<file path="src/rtl/gl_pkg.sv">
// Shared GL command definitions: instruction word field positions, opcodes
// and the fetch FSM state encoding.
package gl_pkg;
    localparam int OPC_MSB  = 31;
    localparam int OPC_LSB  = 24;
    localparam int TYPE_BIT = 23;
    localparam int IMM_MSB  = 22;

    localparam logic [7:0] OP_NOP          = 8'h00;
    localparam logic [7:0] OP_VERTEX       = 8'h03;
    localparam logic [7:0] OP_COLOR        = 8'h04;
    localparam logic [7:0] OP_MATRIXMODE   = 8'h10;
    localparam logic [7:0] OP_LOADIDENTITY = 8'h11;
    localparam logic [7:0] OP_TRANSLATE    = 8'h12;
    localparam logic [7:0] OP_ROTATE       = 8'h13;
    localparam logic [7:0] OP_SCALE        = 8'h14;
    localparam logic [7:0] OP_PUSHMATRIX   = 8'h15;
    localparam logic [7:0] OP_POPMATRIX    = 8'h16;
    localparam logic [7:0] OP_BEGIN        = 8'h17;
    localparam logic [7:0] OP_END          = 8'h18;
    localparam logic [7:0] OP_ORTHO        = 8'h19;
    localparam logic [7:0] OP_FRUSTUM      = 8'h1A;
    localparam logic [7:0] OP_HALT         = 8'hFF;

    typedef enum logic [1:0] {
        ST_IDLE,
        ST_FETCH,
        ST_WAIT,
        ST_ISSUE
    } fetch_state_t;
endpackage

</file>
<file path="src/rtl/gl_fetch.sv">
// GL command fetch/issue stage: reads words from instruction memory and holds each
// command on the decoder inputs until released. Optional icount via GL_FETCH_ICOUNT_EN.
module gl_fetch
    import gl_pkg::*;
#(
    parameter int         ADDR_W   = 10,
    parameter int         HOLD_MIN = 2,
    parameter logic [7:0] OP_NOP   = gl_pkg::OP_NOP,
    parameter logic [7:0] OP_HALT  = gl_pkg::OP_HALT
) (
    input  logic              clk,
    input  logic              rst,
    input  logic              start,
    input  logic [ADDR_W-1:0] start_addr,
    output logic [ADDR_W-1:0] imem_addr,
    output logic              imem_en,
    input  logic [31:0]       imem_data,
    output logic [7:0]        opcode,
    output logic              cmd_type,
    output logic [22:0]       imm,
    output logic [31:0]       bram_addr_out,
    input  logic              stall,
    output logic              busy,
    output logic              done
`ifdef GL_FETCH_ICOUNT_EN
    ,
    output logic [31:0]       icount
`endif
);
    localparam int HCW = $clog2(HOLD_MIN + 1);

    fetch_state_t      state, state_d;
    logic [ADDR_W-1:0] pc, pc_d;
    logic [HCW-1:0]    hold_cnt, hold_d;
    logic [7:0]        opc_d;
    logic              type_d;
    logic [22:0]       imm_d;
    logic              busy_d, done_d;
    logic              release_cmd;

    // Memory is read while in FETCH so the word arrives during WAIT.
    assign imem_en       = (state == ST_FETCH);
    assign imem_addr     = pc;
    assign bram_addr_out = {9'b0, imm};

    // Stall is only honoured once the command has been shown HOLD_MIN cycles.
    assign release_cmd = (state == ST_ISSUE) && (hold_cnt >= HCW'(HOLD_MIN)) && !stall;

    always_comb begin
        state_d = state;
        pc_d    = pc;
        hold_d  = hold_cnt;
        opc_d   = opcode;
        type_d  = cmd_type;
        imm_d   = imm;
        busy_d  = busy;
        done_d  = 1'b0;
        case (state)
            ST_IDLE: begin
                if (start) begin
                    pc_d    = start_addr;
                    busy_d  = 1'b1;
                    state_d = ST_FETCH;
                end
            end
            ST_FETCH: state_d = ST_WAIT;
            ST_WAIT: begin
                if (imem_data[OPC_MSB:OPC_LSB] == OP_HALT) begin
                    done_d  = 1'b1;
                    busy_d  = 1'b0;
                    opc_d   = OP_NOP;
                    state_d = ST_IDLE;
                end else begin
                    opc_d   = imem_data[OPC_MSB:OPC_LSB];
                    type_d  = imem_data[TYPE_BIT];
                    imm_d   = imem_data[IMM_MSB:0];
                    hold_d  = HCW'(1);
                    state_d = ST_ISSUE;
                end
            end
            ST_ISSUE: begin
                if (hold_cnt < HCW'(HOLD_MIN))
                    hold_d = hold_cnt + 1'b1;
                if (release_cmd) begin
                    opc_d   = OP_NOP;
                    pc_d    = pc + 1'b1;
                    state_d = ST_FETCH;
                end
            end
            default: state_d = ST_IDLE;
        endcase
    end

    always_ff @(posedge clk) begin
        if (rst) begin
            state    <= ST_IDLE;
            pc       <= '0;
            hold_cnt <= '0;
            opcode   <= OP_NOP;
            cmd_type <= 1'b0;
            imm      <= '0;
            busy     <= 1'b0;
            done     <= 1'b0;
        end else begin
            state    <= state_d;
            pc       <= pc_d;
            hold_cnt <= hold_d;
            opcode   <= opc_d;
            cmd_type <= type_d;
            imm      <= imm_d;
            busy     <= busy_d;
            done     <= done_d;
        end
    end

`ifdef GL_FETCH_ICOUNT_EN
    always_ff @(posedge clk) begin
        if (rst || (state == ST_IDLE && start))
            icount <= '0;
        else if (release_cmd)
            icount <= icount + 32'd1;
    end
`endif
endmodule
</file>
<file path="config.mk">
export PLATFORM = sky130hd
export DESIGN_NAME = gl_fetch
export DESIGN_NICKNAME = d
export VERILOG_FILES = /design/src/rtl/gl_pkg.sv /design/src/rtl/gl_fetch.sv
export SDC_FILE = /design/constraint.sdc
export NUM_CORES = 1
export LEC_CHECK = 0
export ABC_AREA = 0
export CAP_MARGIN = 15
export CORE_MARGIN = 3
export CORE_UTILIZATION = 36
export DETAILED_ROUTE_END_ITERATION = 6
export GPL_TIMING_DRIVEN = 0
export PLACE_DENSITY = 0.76
export SLEW_MARGIN = 15
export SYNTH_ARGS = -nofsm -noshare
export SYNTH_HDL_FRONTEND = slang
export SYNTH_SLANG_ARGS = --single-unit
</file>
<file path="constraint.sdc">
create_clock -name clk -period 1.8 [get_ports clk]
set_input_delay 0.36 -clock clk [delete_from_list [all_inputs] [get_ports clk]]
set_output_delay 0.36 -clock clk [all_outputs]
set_load 0.01 [all_outputs]
</file>
==> key figures <==
Outcome
  • Status: finished clean

Clock tree
  • Hold buffer count at cts: 0
  • Clk slew on worst S/H paths: around 0.090 ns
  • Clock root buffer master: clkbuf_8
  • Clock Path Buffers: 2
  • Clk_lat worst skew: around 0.29 ns
  • CTS Sinks: 48
  • CTS tree: yes
  • H-tree Lvls: 2
  • Cts bufs inserted: 5

Synthesis
  • Post-Synth Simple-Gate Area: around a fifth
  • Compound-Gate Fraction of Synth Area: 21.40%
  • Synth cell count leaders: 52 x nand2_1, 48 x dfxtp_1, 38 x a21oi_1, 33 x buf_4, 14 x o21ai_0
  • Async set-reset flop share out of synthesis: 0%
  • Adder-cell share of the synthesized area: under 10%
  • Largest area contributor in the netlist: dfxtp_1
  • Syn Inst Count: 290
  • Largest family of logic cells by synthesized area: compound AO/OA/AOI/OAI gates
  • Syn avg cell area: about 8 µm²
  • Post-synthesis sequential area ratio: between 40 and 50%
  • Xor and xnor area share after synthesis: 0%
  • Mapped Area: 2345 µm²
  • Most used DFF post-synth: dfxtp_1
  • Synth top area cells: dfxtp_1 41%, buf_4 11%, nand2_1 8.3%, a21oi_1 8.1%, ha_1 3.2%
  • Count of warnings emitted by yosys: 0
  • Count leader, synth: nand2_1
  • Mux contribution to synthesized area: between 1.5 and 2%
  • Yosys top cell area share: 40.98%
  • Synth unique cells: 44
  • Post-synth EDFFs: 0
  • FF+latch count, synth: 48

Drt
  • DRT Pass-1 Iters: 4
  • DRC: 0
  • Post-route ant nets: 0
  • Total Wirelength: between 6 and 7 mm
  • DR WL/cell: around 14 µm
  • Initial DRC Count: just under 100
  • Vias per cell: slightly below 5
  • Via count: 2418

Final layout
  • Synthesis-to-layout area growth: 59.66%
  • Layout Cells excl Fill: 493
  • Core Util, Final: 61.41%
  • Nets: 469
  • Ant diodes: 0
  • Layout cell share with drive strength beyond 1: approximately 14%

Timing
  • Relative slew slack: 64.85%
  • Clk_skew: approximately 0.0046 ns
  • Hold WS: between 0.4 and 0.5 ns
  • RSZ-0062 raised after global routing: true
  • Final Critical Period: around 1.8 ns
  • Final setup vio count: 0
  • Final worst-path cycle share: 99.02%
  • Fin. Hold Viols: 0
  • Slew Limit Fails: 0
  • Fmax: approximately 560 MHz
  • Slew @ Worst Pin: 0.5272 ns

Power
  • P_sw: 713.3 µW
  • Clock share of power: ~30%
  • Comb pwr share: between 20% and 30%
  • Sw Share: a little over a quarter
  • Pleak: between 1 and 1.5 nW
  • Power per cell area: 699.9 nW/µm²
  • Sequential share of power: 45.7%
  • P_int: approximately 1.9 mW
  • Peak VDD IR: roughly 0.00044 V
  • Total chip power: around 2.6 mW

Setup path
  • Critical Path RT: 2.02 ns
  • Crit path arrival time: ~2.0 ns
  • Internal reg-to-reg setup slack: about 0.018 ns
  • Maximum fanout along the worst path: 10
  • Startpoint types: flip-flop
  • Crit path capture type: flip-flop
  • Crit path kind: flip-flop to flip-flop

Global route
  • Global-route usage over all layers: between 10% and 20%
  • Vias in the first global route: roughly 2300
  • Antenna violations before repair: 0
  • First-pass GRT wire length: roughly 11 mm
  • Pin count of the biggest net entering global routing: 16
  • Gr ovfl total: 0

Worst hold path
  • Worst hold path class: input port to flip-flop

Die
  • Std cell rows: 28
  • Num ports: between 100 and 150
  • Core area: 6096 µm²
  • Initial core utilization: between 30% and 40%
  • Die area: 7518 µm²
  • Die Height: between 80 and 90 µm
  • Die width: about 87 µm

Placed design
  • Dpl cells: 485
  • GPL Wtd Cong: between 0.8 and 0.9
  • Post-DP HPWL: ~5.3 mm
  • IO buf count: 112

Run
  • MaxCap Viol Count: 0
repair_timing:
| action | CTS | global route |
|---|---|---|
| buffers inserted | 0 | 0 |
| endpoints found under the setup margin | 36 | 38 |
| resized for setup | 7 | 8 |
cells by family (layout without fill, tap and decap cells):
| family | Yosys count | count (layout) |
|---|---|---|
| other | 1 | 9 |
| DFF | 48 | 48 |
| and+or+nand+nor | 98 | 98 |
| buffers and inverters | 52 | 172 |
| AOI/OAI and AO/OA | 82 | 82 |
| muxes | 3 | 3 |
| adders and majority gates | 6 | 6 |
placed cells by master, fill, tap and decap left out, drive strengths merged, types with 2 or more instances in the layout:
| cell type | count |
|---|---|
| nor2 | 12 |
| a22oi | 8 |
| nor2b | 6 |
| clkdlybuf4s50 | 111 |
| or3 | 2 |
| nand4 | 4 |
| mux2 | 2 |
| dfxtp | 48 |
| o21a | 3 |
| nand2 | 52 |
| conb | 9 |
| a21oi | 38 |
| nand2b | 2 |
| a21boi | 3 |
| and2 | 2 |
| o21ai | 16 |
| a211oi | 2 |
| clkbuf | 14 |
| nor3 | 3 |
| inv | 7 |
| buf | 36 |
| ha | 6 |
| and4 | 2 |
| a31oi | 3 |
| nor4 | 3 |
| nand3 | 8 |
routing by layer:
metal	share of wire (%)	GRT usage [%]	wire length [µm]	vias up
li1	-	-	-	1219
met1	43	25.04	2912	1112
met2	50	30.18	3417	83
met3	6.1	3.232	414	4
met4	0.75	4.391	51	0
met5	0	0	0	-
worst max-delay path, stage by stage, from the launching register on:
cell and delay (ns):
dfxtp_4 0.37, inv_1 0.06, ha_1 0.23, mux2_4 0.25, o21ai_4 0.10, or4_1 0.53
a31oi_1 0.17
path summary, 6_finish.rpt:
kind	depth (start not counted)	to	from
max	6	imem_addr[9]	state[0]
min	2	opcode[1]	rst
max reg2reg	6	imem_addr[9]	state[0]
min reg2reg	2	cmd_type	cmd_type
per-stage QoR:
step	setup WS, ns	area, µm²	TNS [ns]
after floorplan	0.1343	2375	0
after global placement	-0.3686	3590	-9.406
after detailed placement	-0.3649	3590	-8.939
after CTS	0.01322	3710	0
after global routing	-0.05035	3744	-0.3855
final	0.01766	3744	0
registers in the layout, summed over array words and instances (netlist names):
register and flops:
done 1, hold_cnt 2, busy 1, cmd_type 1, state 2, opcode 8
imem_addr 10, imm 23
power groups by stage:
stage	Combinational [mW]	Clock, mW	Sequential (mW)
5_1_grt	0.707	0.857	1.21
3_5_place_dp	0.638	0	1.22
4_1_cts	0.639	0.809	1.20
3_3_place_gp	0.627	0	1.22
6_report	0.646	0.776	1.20
2_1_floorplan	0.293	0	1.23
area by class of cell:
type / instances / area [µm²]
inverter: 7 / 26.28
sequential: 48 / 965.9
fill: 561 / 2352
multi-input combinational: 198 / 1126
tap: 75 / 93.84
clock buffer: 5 / 68.82
clock inverter: 3 / 42.54
timing repair buffer: 112 / 1120
buffer: 45 / 300.3
Note: power is estimated with default switching activity, not from simulation.
